<file path="src/rtl/morse_pkg.sv">
// Shared symbol codes, FSM states and character constants for the Morse character assembler.
package morse_pkg;

    typedef enum logic [1:0] {
        SYM_NONE = 2'b00,
        SYM_DOT  = 2'b01,
        SYM_DASH = 2'b10,
        SYM_GAP  = 2'b11
    } sym_e;

    typedef enum logic [1:0] {
        S_IDLE    = 2'b00,
        S_COLLECT = 2'b01,
        S_GAP     = 2'b10
    } state_e;

    localparam logic [7:0] ASCII_SPACE = 8'h20;
    localparam logic [7:0] ASCII_UNK   = 8'h3F;
    localparam int         LEN_W       = 3;
    localparam int         PAT_W       = 5;
    localparam logic [LEN_W-1:0] MAX_LEN = 3'd5;

    // Newest element enters at bit0, so the first element of a letter ends up as the MSB of len bits.
    function automatic logic [PAT_W-1:0] shift_elem(input logic [PAT_W-1:0] pat,
                                                    input logic             is_dash);
        return {pat[PAT_W-2:0], is_dash};
    endfunction

endpackage

</file>
<file path="src/rtl/morse_lut.sv">
// Combinational decode of an assembled Morse pattern (length + element bits) to ASCII A-Z / 0-9.
module morse_lut
    import morse_pkg::*;
(
    input  logic [LEN_W-1:0] len,
    input  logic [PAT_W-1:0] pattern,
    output logic             hit,
    output logic [7:0]       ascii
);

    // Key is {len, pattern}; dot = 0, dash = 1, first element in the highest used bit.
    always_comb begin
        hit   = 1'b1;
        ascii = ASCII_UNK;
        case ({len, pattern})
            {3'd1, 5'b00000}: ascii = "E";
            {3'd1, 5'b00001}: ascii = "T";
            {3'd2, 5'b00001}: ascii = "A";
            {3'd2, 5'b00000}: ascii = "I";
            {3'd2, 5'b00011}: ascii = "M";
            {3'd2, 5'b00010}: ascii = "N";
            {3'd3, 5'b00100}: ascii = "D";
            {3'd3, 5'b00110}: ascii = "G";
            {3'd3, 5'b00101}: ascii = "K";
            {3'd3, 5'b00111}: ascii = "O";
            {3'd3, 5'b00010}: ascii = "R";
            {3'd3, 5'b00000}: ascii = "S";
            {3'd3, 5'b00001}: ascii = "U";
            {3'd3, 5'b00011}: ascii = "W";
            {3'd4, 5'b01000}: ascii = "B";
            {3'd4, 5'b01010}: ascii = "C";
            {3'd4, 5'b00010}: ascii = "F";
            {3'd4, 5'b00000}: ascii = "H";
            {3'd4, 5'b00111}: ascii = "J";
            {3'd4, 5'b00100}: ascii = "L";
            {3'd4, 5'b00110}: ascii = "P";
            {3'd4, 5'b01101}: ascii = "Q";
            {3'd4, 5'b00001}: ascii = "V";
            {3'd4, 5'b01001}: ascii = "X";
            {3'd4, 5'b01011}: ascii = "Y";
            {3'd4, 5'b01100}: ascii = "Z";
            {3'd5, 5'b11111}: ascii = "0";
            {3'd5, 5'b01111}: ascii = "1";
            {3'd5, 5'b00111}: ascii = "2";
            {3'd5, 5'b00011}: ascii = "3";
            {3'd5, 5'b00001}: ascii = "4";
            {3'd5, 5'b00000}: ascii = "5";
            {3'd5, 5'b10000}: ascii = "6";
            {3'd5, 5'b11000}: ascii = "7";
            {3'd5, 5'b11100}: ascii = "8";
            {3'd5, 5'b11110}: ascii = "9";
            default: begin
                hit   = 1'b0;
                ascii = ASCII_UNK;
            end
        endcase
    end

endmodule

</file>
<file path="src/rtl/morse_char_assembler.sv">
// Assembles dot/dash/gap symbol strobes into ASCII characters on a valid/ready stream,
// with word-gap spaces, an idle auto-flush and overflow/drop error pulses.
module morse_char_assembler
    import morse_pkg::*;
#(
    parameter int IDLE_TIMEOUT = 1023,
    parameter int CNT_W        = 16,
    parameter int EMIT_SPACE   = 1
) (
    input  logic       clk,
    input  logic       rst,
    input  logic [1:0] sym_in,
    input  logic       sym_valid,
    output logic [7:0] char_out,
    output logic       char_valid,
    input  logic       char_ready,
    output logic       err_ovf,
    output logic       err_drop
);

    localparam bit             TO_EN   = (IDLE_TIMEOUT > 0);
    localparam logic [CNT_W-1:0] TO_LAST = CNT_W'(TO_EN ? IDLE_TIMEOUT - 1 : 0);
    localparam logic [CNT_W-1:0] TO_MAX  = CNT_W'(TO_EN ? IDLE_TIMEOUT : 0);

    // Idle counter saturates so it never wraps back into a spurious expiry.
    function automatic logic [CNT_W-1:0] sat_inc(input logic [CNT_W-1:0] c);
        return (c == TO_MAX) ? c : c + CNT_W'(1);
    endfunction

    state_e           state, state_nxt;
    logic [LEN_W-1:0] len, len_nxt;
    logic [PAT_W-1:0] pattern, pat_nxt;
    logic             ovf, ovf_nxt;
    logic [CNT_W-1:0] idle_cnt;

    logic             sym_act, sym_elem, sym_gap, elem_bit;
    logic             to_fire;
    logic             ovf_hit;
    logic             emit;
    logic [7:0]       emit_char;
    logic             lut_hit;
    logic [7:0]       lut_ascii;

    assign sym_act  = sym_valid && (sym_in != SYM_NONE);
    assign sym_elem = sym_act && ((sym_in == SYM_DOT) || (sym_in == SYM_DASH));
    assign sym_gap  = sym_act && (sym_in == SYM_GAP);
    assign elem_bit = (sym_in == SYM_DASH);

    // A symbol arriving in the expiry cycle takes priority over the timeout.
    assign to_fire = TO_EN && !sym_act && (idle_cnt == TO_LAST)
                     && ((state == S_COLLECT) || (state == S_GAP));

    morse_lut u_lut (
        .len     (len),
        .pattern (pattern),
        .hit     (lut_hit),
        .ascii   (lut_ascii)
    );

    always_comb begin
        state_nxt = state;
        len_nxt   = len;
        pat_nxt   = pattern;
        ovf_nxt   = ovf;
        ovf_hit   = 1'b0;
        emit      = 1'b0;
        emit_char = ASCII_UNK;
        case (state)
            S_IDLE: begin
                if (sym_elem) begin
                    len_nxt   = 3'd1;
                    pat_nxt   = {{(PAT_W-1){1'b0}}, elem_bit};
                    ovf_nxt   = 1'b0;
                    state_nxt = S_COLLECT;
                end
            end
            S_COLLECT: begin
                if (sym_elem) begin
                    if (len < MAX_LEN) begin
                        len_nxt = len + 3'd1;
                        pat_nxt = shift_elem(pattern, elem_bit);
                    end else begin
                        ovf_nxt = 1'b1;
                        ovf_hit = !ovf;
                    end
                end else if (sym_gap || to_fire) begin
                    emit      = 1'b1;
                    emit_char = (ovf || !lut_hit) ? ASCII_UNK : lut_ascii;
                    len_nxt   = '0;
                    pat_nxt   = '0;
                    ovf_nxt   = 1'b0;
                    state_nxt = S_GAP;
                end
            end
            S_GAP: begin
                if (sym_elem) begin
                    len_nxt   = 3'd1;
                    pat_nxt   = {{(PAT_W-1){1'b0}}, elem_bit};
                    ovf_nxt   = 1'b0;
                    state_nxt = S_COLLECT;
                end else if (sym_gap) begin
                    emit      = (EMIT_SPACE != 0);
                    emit_char = ASCII_SPACE;
                    state_nxt = S_IDLE;
                end else if (to_fire) begin
                    state_nxt = S_IDLE;
                end
            end
            default: state_nxt = S_IDLE;
        endcase
    end

    // Stage p0 -> p1: letter state, idle counter and error pulse registers.
    always_ff @(posedge clk) begin
        if (rst) begin
            state    <= S_IDLE;
            len      <= '0;
            pattern  <= '0;
            ovf      <= 1'b0;
            idle_cnt <= '0;
            err_ovf  <= 1'b0;
        end else begin
            state    <= state_nxt;
            len      <= len_nxt;
            pattern  <= pat_nxt;
            ovf      <= ovf_nxt;
            idle_cnt <= (sym_act || to_fire) ? '0 : sat_inc(idle_cnt);
            err_ovf  <= ovf_hit;
        end
    end

    // Stage p1: output holding register; a stalled output keeps its char and drops the new one.
    always_ff @(posedge clk) begin
        if (rst) begin
            char_out   <= '0;
            char_valid <= 1'b0;
            err_drop   <= 1'b0;
        end else begin
            err_drop <= 1'b0;
            if (emit && char_valid && !char_ready) begin
                err_drop <= 1'b1;
            end else if (emit) begin
                char_out   <= emit_char;
                char_valid <= 1'b1;
            end else if (char_valid && char_ready) begin
                char_valid <= 1'b0;
            end
        end
    end

endmodule

</file>
<file path="config.mk">
export PLATFORM = sky130hd
export DESIGN_NAME = morse_char_assembler
export DESIGN_NICKNAME = d
export VERILOG_FILES = /design/src/rtl/morse_pkg.sv /design/src/rtl/morse_lut.sv /design/src/rtl/morse_char_assembler.sv
export SDC_FILE = /design/constraint.sdc
export NUM_CORES = 1
export LEC_CHECK = 0
export ABC_CLOCK_PERIOD_IN_PS = 2800
export CAP_MARGIN = 15
export CORE_UTILIZATION = 60
export CTS_BUF_LIST = sky130_fd_sc_hd__clkbuf_4 sky130_fd_sc_hd__clkbuf_8 sky130_fd_sc_hd__clkbuf_16
export CTS_CLUSTER_SIZE = 10
export DETAILED_ROUTE_END_ITERATION = 12
export HOLD_SLACK_MARGIN = 0.06
export PLACE_DENSITY = 0.8
export SYNTH_ARGS = -nofsm -noshare
export SYNTH_HDL_FRONTEND = slang
export SYNTH_HIERARCHICAL = 1
export SYNTH_SLANG_ARGS = --single-unit
</file>
<file path="constraint.sdc">
create_clock -name clk -period 2.8 [get_ports clk]
set_clock_uncertainty 0.05 [all_clocks]
set_input_delay 0.28 -clock clk [delete_from_list [all_inputs] [get_ports clk]]
set_output_delay 0.28 -clock clk [all_outputs]
set_load 0.05 [all_outputs]
</file>
Word level (Yosys, flattened, before mapping)
Cells that the tools add are included. W data, S select, Z words.

Word-level logic and storage cells: 134. Flip-flop bits (word level): 38. Bits of input ports: 6. Output and inout port bits: 11.

Muxes and demuxes: 38. Add/sub/neg operators: 2. $lt $le $gt $ge: 1. Reductions and logical operators: 30. Equality and inequality tests: 51. Bitwise logic cells: 3.

Operators by type and width (count): $pmux W7 S36 (1); $eq A8 B8 Y1 const B (22); $eq A8 B7 Y1 const B (12); $reduce_or A36 Y1 (1); $eq A16 B10 Y1 const B (2); $mux W5 (6); $mux W8 (3); $add A16 B1 Y16 const B (1); $eq A8 B6 Y1 const B (2); $pmux W8 S2 (1); $mux W1 (12); $mux W2 (6); $mux W3 (4); $reduce_and A4 Y1 (3); $pmux W5 S2 (1); $logic_and A1 B1 Y1 (8); $eq A2 B2 Y1 const B (3); $ne A3 B2 Y1 const B (2); $pmux W2 S3 (1); $pmux W3 S2 (1); $reduce_bool A2 Y1 (3); $logic_or A1 B1 Y1 (5); $eq A2 B1 Y1 const B (2); $logic_not A1 Y1 (4); other kinds (12) (19).

Logic depth before layout (Yosys ltp)
Word-level depth: 13. Mapped depth: 10. Depth with buffers taken out: 8.

Modules after synthesis
Netlist, hierarchy kept.

By module, submodules not included: morse_char_assembler (instances 1, cells each 248, sequential area each 760.7 sq um, area each 2164.6 sq um); morse_lut (instances 1, cells each 125, sequential area each 0.0 sq um, area each 762.0 sq um).

Worst setup path before layout
Ideal clock, no wire load.

Path kind: reg2reg. From: register state[1]. To: register char_out[6]. Path slack: 0.746 ns. Arrival: 1.916 ns. Stages on the path, launching flop included: 9. Required time: 2.662 ns. Buffers on the path: 1. Clock period less this slack: 2.054 ns. Path through: dfxtp_1 -> inv_1 -> ha_1 -> nand2_1 -> nor4_1 -> a31o_1 -> buf_6 -> nand4_2 -> o32ai_2.

Word-level cells in the longest chain between the ends: 11. Elaborated cells on any way between the ends: 15. Those cells by class: eq/ne: 2; mux: 6; bitwise: 1; reduce/logical: 6.

RTL lines: start: declaration (line morse_char_assembler.sv:30) `state_e state, state_nxt;`; start signal: assignment (line morse_char_assembler.sv:123) `state <= state_nxt;`; $eq A2 B1 Y1 or $eq A2 B2 Y1 (tied branches) (line morse_char_assembler.sv:51, morse_char_assembler.sv:68); $logic_or A1 B1 Y1 (line morse_char_assembler.sv:51) `&& ((state == S_COLLECT) || (state == S_GAP));`; $logic_and A1 B1 Y1 (line morse_char_assembler.sv:51); $logic_or A1 B1 Y1 (line morse_char_assembler.sv:86) `end else if (sym_gap || to_fire) begin`; $mux W1 (line morse_char_assembler.sv:86); $mux W1 (line morse_char_assembler.sv:78) `if (sym_elem) begin`; $pmux W1 S2 (line morse_char_assembler.sv:68) `case (state)`; $logic_and A1 B1 Y1 (2 in a row) (line morse_char_assembler.sv:140) `if (emit && char_valid && !char_ready) begin`; $not A1 Y1 (no line); $reduce_and A2 Y1 (no line); end signal: assignment (line morse_char_assembler.sv:143) `char_out <= emit_char;`; end: declaration (line morse_char_assembler.sv:14) `output logic [7:0] char_out,`.

Parallel ways exist; a longest one is shown, timed or not. A chain may end at the register's enable or synchronous reset.

Worst setup path after layout
From: register len[1]. To: register char_out[5].

Word-level cells in the longest chain between the ends: 9. Elaborated cells on any way between the ends: 45. Those cells by class: eq/ne: 36; mux: 6; reduce/logical: 3.

RTL lines: start: declaration (line morse_char_assembler.sv:31) `logic [LEN_W-1:0] len, len_nxt;`; start signal: assignment (line morse_char_assembler.sv:124) `len <= len_nxt;`; $eq A8 B6 Y1, or another cell as far along (line morse_lut.sv:15) `case ({len, pattern})`; $reduce_or A36 Y1 (no line) *; $mux W1 * (line morse_lut.sv:15); via lut_hit (line morse_char_assembler.sv:41) `logic lut_hit;`; $logic_not A1 Y1 * (line morse_char_assembler.sv:88) `emit_char = (ovf || !lut_hit) ? ASCII_UNK : lut_ascii;`; $logic_or A1 B1 Y1 * (line morse_char_assembler.sv:88); $mux W8 * (line morse_char_assembler.sv:88); $mux W8 * (line morse_char_assembler.sv:86); $mux W8 * (line morse_char_assembler.sv:78); $pmux W8 S2 * (line morse_char_assembler.sv:68).

Mark *: on every way through the listed nets, which the timed path passes. The rest lies on a longest branch.

==> impl_metrics.py <==
metrics = {
    "setup_path": {
        "max_stage_delay_ns": 0.78,
        "worstPathCellList": "nor2b_1, a22o_1, a22oi_2, nand4_1, nand2b_1, inv_1, and3_1, a211oi_1",
        "worstPathArrival_ns": 2.77,
        "cp_max_fo": 19,
        "cp_top_family": "simple AND/OR/NAND/NOR gates",
        "criticalPathCategory": "flip-flop to flip-flop",
        "critPathSlowestCell": "dfxtp_1",
        "crit_required_ns": 2.96,
        "crit_buf_inv": 1,
        "worstSetupStartpointType": "flip-flop",
        "end_kind": "flip-flop",
    },
    "sta": {
        "clock.fmax_ghz": 0.383,
        "min_period_over_period_pct": 93.2,
        "rsz0062_at_grt": "false",
        "final_hold_viol_count": 0,
        "slew_viol_final": 0,
        "worstMarginPinSlew_ns": 0.807,
        "final.min_clock_period_ns": 2.61,
        "max-slew-margin-rel_pct": 46.2,
        "fin_setup_tns_ns": 0,
        "setup-violations-final": 0,
        "postLayoutSetupSlackWorst_ns": 0.190,
    },
    "synthesis": {
        "syn_area_sq_um": 2930,
        "syn_area_per_cell_sq_um": 7.85,
        "synthFlopType": "dfxtp_1",
        "synth_edf_count": 0,
        "synth_cells": 373,
        "synth_warnings": 6,
        "ys_ff_latch": 38,
        "synthArstFlopShare_pct": 0,
        "synth_cell_type_count": 85,
        "syn_nets": 389,
        "yosysSeqAreaShare_pct": 26.0,
    },
    "grt": {
        "grt-busiest-layer": "met2",
        "grt_pass1_wl_microns": 11500,
        "grt_antenna_before_repair": 0,
        "gr-usage-met1_pct": 35.3,
        "grt_max_degree": 23,
        "grt_use_total_pct": 27.7,
        "grt-ovfl-total": 0,
        "use_met3_pct": 4.64,
        "grt_pass1_vias": 2558,
        "use_met2_pct": 45.7,
    },
    "placement": {
        "dp.cells": 443,
        "numPortBuffers": 16,
        "gp_congestion": 0.934,
        "place_ws_ns": 0.187,
        "hpwl_microns": 4910,
    },
    "power_and_ir_drop": {
        "leakagePower_uw": 0.00113,
        "max-vdd-ir-drop_v": 0.000285,
        "cellPowerDensity_nw_per_um2": 343,
    },
    "clock_tree": {
        "cts_root_buf": "clkbuf_8",
        "ctsLongestPathBuffers": 2,
        "clock_sink_count": 38,
        "cts_tree": "built",
        "htreeDepth": 2,
        "cts_resized": 0,
        "clk_latency_ns": 0.29,
        "post_cts_buffers": 0,
        "clk_pin_slew_ns": 0.08,
        "postCtsHoldBufs": 0,
        "cts_buffers": 5,
    },
    "cells_and_area": {
        "stdcell_count": 451,
        "final_nets": 399,
        "antenna_cells": 0,
        "layout-drive-gt1-share_pct": 11.7,
        "nFillCells": 391,
        "ff_latch_area_sq_um": 761,
        "multi_input_comb_area_sq_um": 1980,
        "area_delta_synth_final_pct": 9.88,
    },
    "floorplanning": {
        "ios": 17,
        "dieWidth_microns": 71.8,
        "start_util_pct": 62.0,
        "floorplan.die_area_sq_um": 5160,
        "dieHeight_microns": 71.8,
        "rows": 25,
        "core_sq_um": 4720,
    },
    "job": {
        "drv_cap": 0,
    },
    "drt": {
        "drt-pass1-iter-count": 5,
        "post_drt_via_cell_ratio": 6.35,
        "wl_microns": 6820,
        "drtAntennaViolNets": 0,
        "wl_per_cell_microns": 15.1,
        "drt_iter0_drc": 212,
        "via_count": 2865,
        "remaining_drc_errors": 0,
    },
    "run_status": {
        "status": "completed",
    },
    "min_path": {
        "worstHoldPathType": "flip-flop to flip-flop",
    },
}
## placed cells by master (no fill, tap or decap), drive strengths merged, types with 12 or more instances in the layout
cell type,n
nor2,54
dfxtp,38
nand2,26
nand3,18
clkdlybuf4s50,16
inv,15
a21oi,14
o21ai,14
nor3,13
nand2b,12
nand4,12
## cell usage after synthesis (3+ instances only)
library cell	instances	area, sq um
o21ai_1	3	15.0
nor3_1	13	65.1
nand2b_1	12	75.1
o22a_1	4	35.0
a22oi_1	3	22.5
or3_1	4	25.0
nand4_1	10	62.6
nand3b_1	4	30.0
buf_4	5	37.5
o21ai_0	11	55.1
buf_2	13	65.1
nor4_1	4	25.0
nor2b_1	7	43.8
nand2_1	26	97.6
clkbuf_1	4	15.0
a31oi_1	7	43.8
a211oi_1	3	22.5
nor2_1	51	191
inv_1	13	48.8
and3_1	6	37.5
ha_1	10	125
dfxtp_1	38	761
xnor2_1	11	96.3
a21oi_1	14	70.1
o211ai_1	7	52.6
nand3_1	18	90.1
## metrics by stage
step	hold slack, ns	instance area (sq um)	total power [uW]	util [%]
finish	0.425	3220	1100	68.1
global placement	0.415	3120	706	66.1
floorplan	0.390	2930	677	-
CTS	0.423	3220	1110	68.1
global route	0.453	3220	1140	68.1
detailed placement	0.412	3120	709	66.1
## layer usage
metal,vias up,routed length (microns)
met1,1340,3060
li1,1393,-
met2,111,3200
met4,0,196
met5,-,0
met3,21,363
## registers in the layout (all words and copies together), names as in the netlist
| name | count |
|---|---|
| pattern | 5 |
| idle_cnt | 16 |
| err_ovf | 1 |
| ovf | 1 |
| char_out | 8 |
| char_valid | 1 |
| err_drop | 1 |
| len | 3 |
| state | 2 |
## report_power, final
part	leakage [uW]	switching, uW	internal, uW
logic	0.000773	90.8	53.3
registers	0.000307	11.6	546
clock network	0.0000517	192	208
total	0.00113	294	807
## worst paths after layout
check	from	end	slack [ns]	cells after the start
max	len[1]	char_out[5]	0.19	8
min	ovf	err_ovf	0.42	1
max reg2reg	len[1]	char_out[5]	0.19	8
min reg2reg	ovf	err_ovf	0.42	1
## cell type report
class	count	area share [%]
multi-input combinational	296	61.5
sequential	38	23.7
timing repair buffer	27	7.55
clock buffer	7	2.80
tap	67	2.61
inverter	15	1.75
clock inverter	1	0.156
## logic make-up (layout without fill, tap and decap cells)
| kind of cell | count (synthesis) | in the layout | share of synthesized area [%] |
|---|---|---|---|
| other cells | 1 | 1 | 0.128 |
| compound gates | 85 | 85 | 22.2 |
| xor+xnor | 13 | 13 | 3.89 |
| fa+ha+maj | 10 | 10 | 4.28 |
| flops | 38 | 38 | 26.0 |
| simple gates | 185 | 185 | 36.3 |
| buf+inv | 39 | 50 | 6.46 |
| mux | 2 | 2 | 0.727 |
Power figures use the tool's default switching activity.
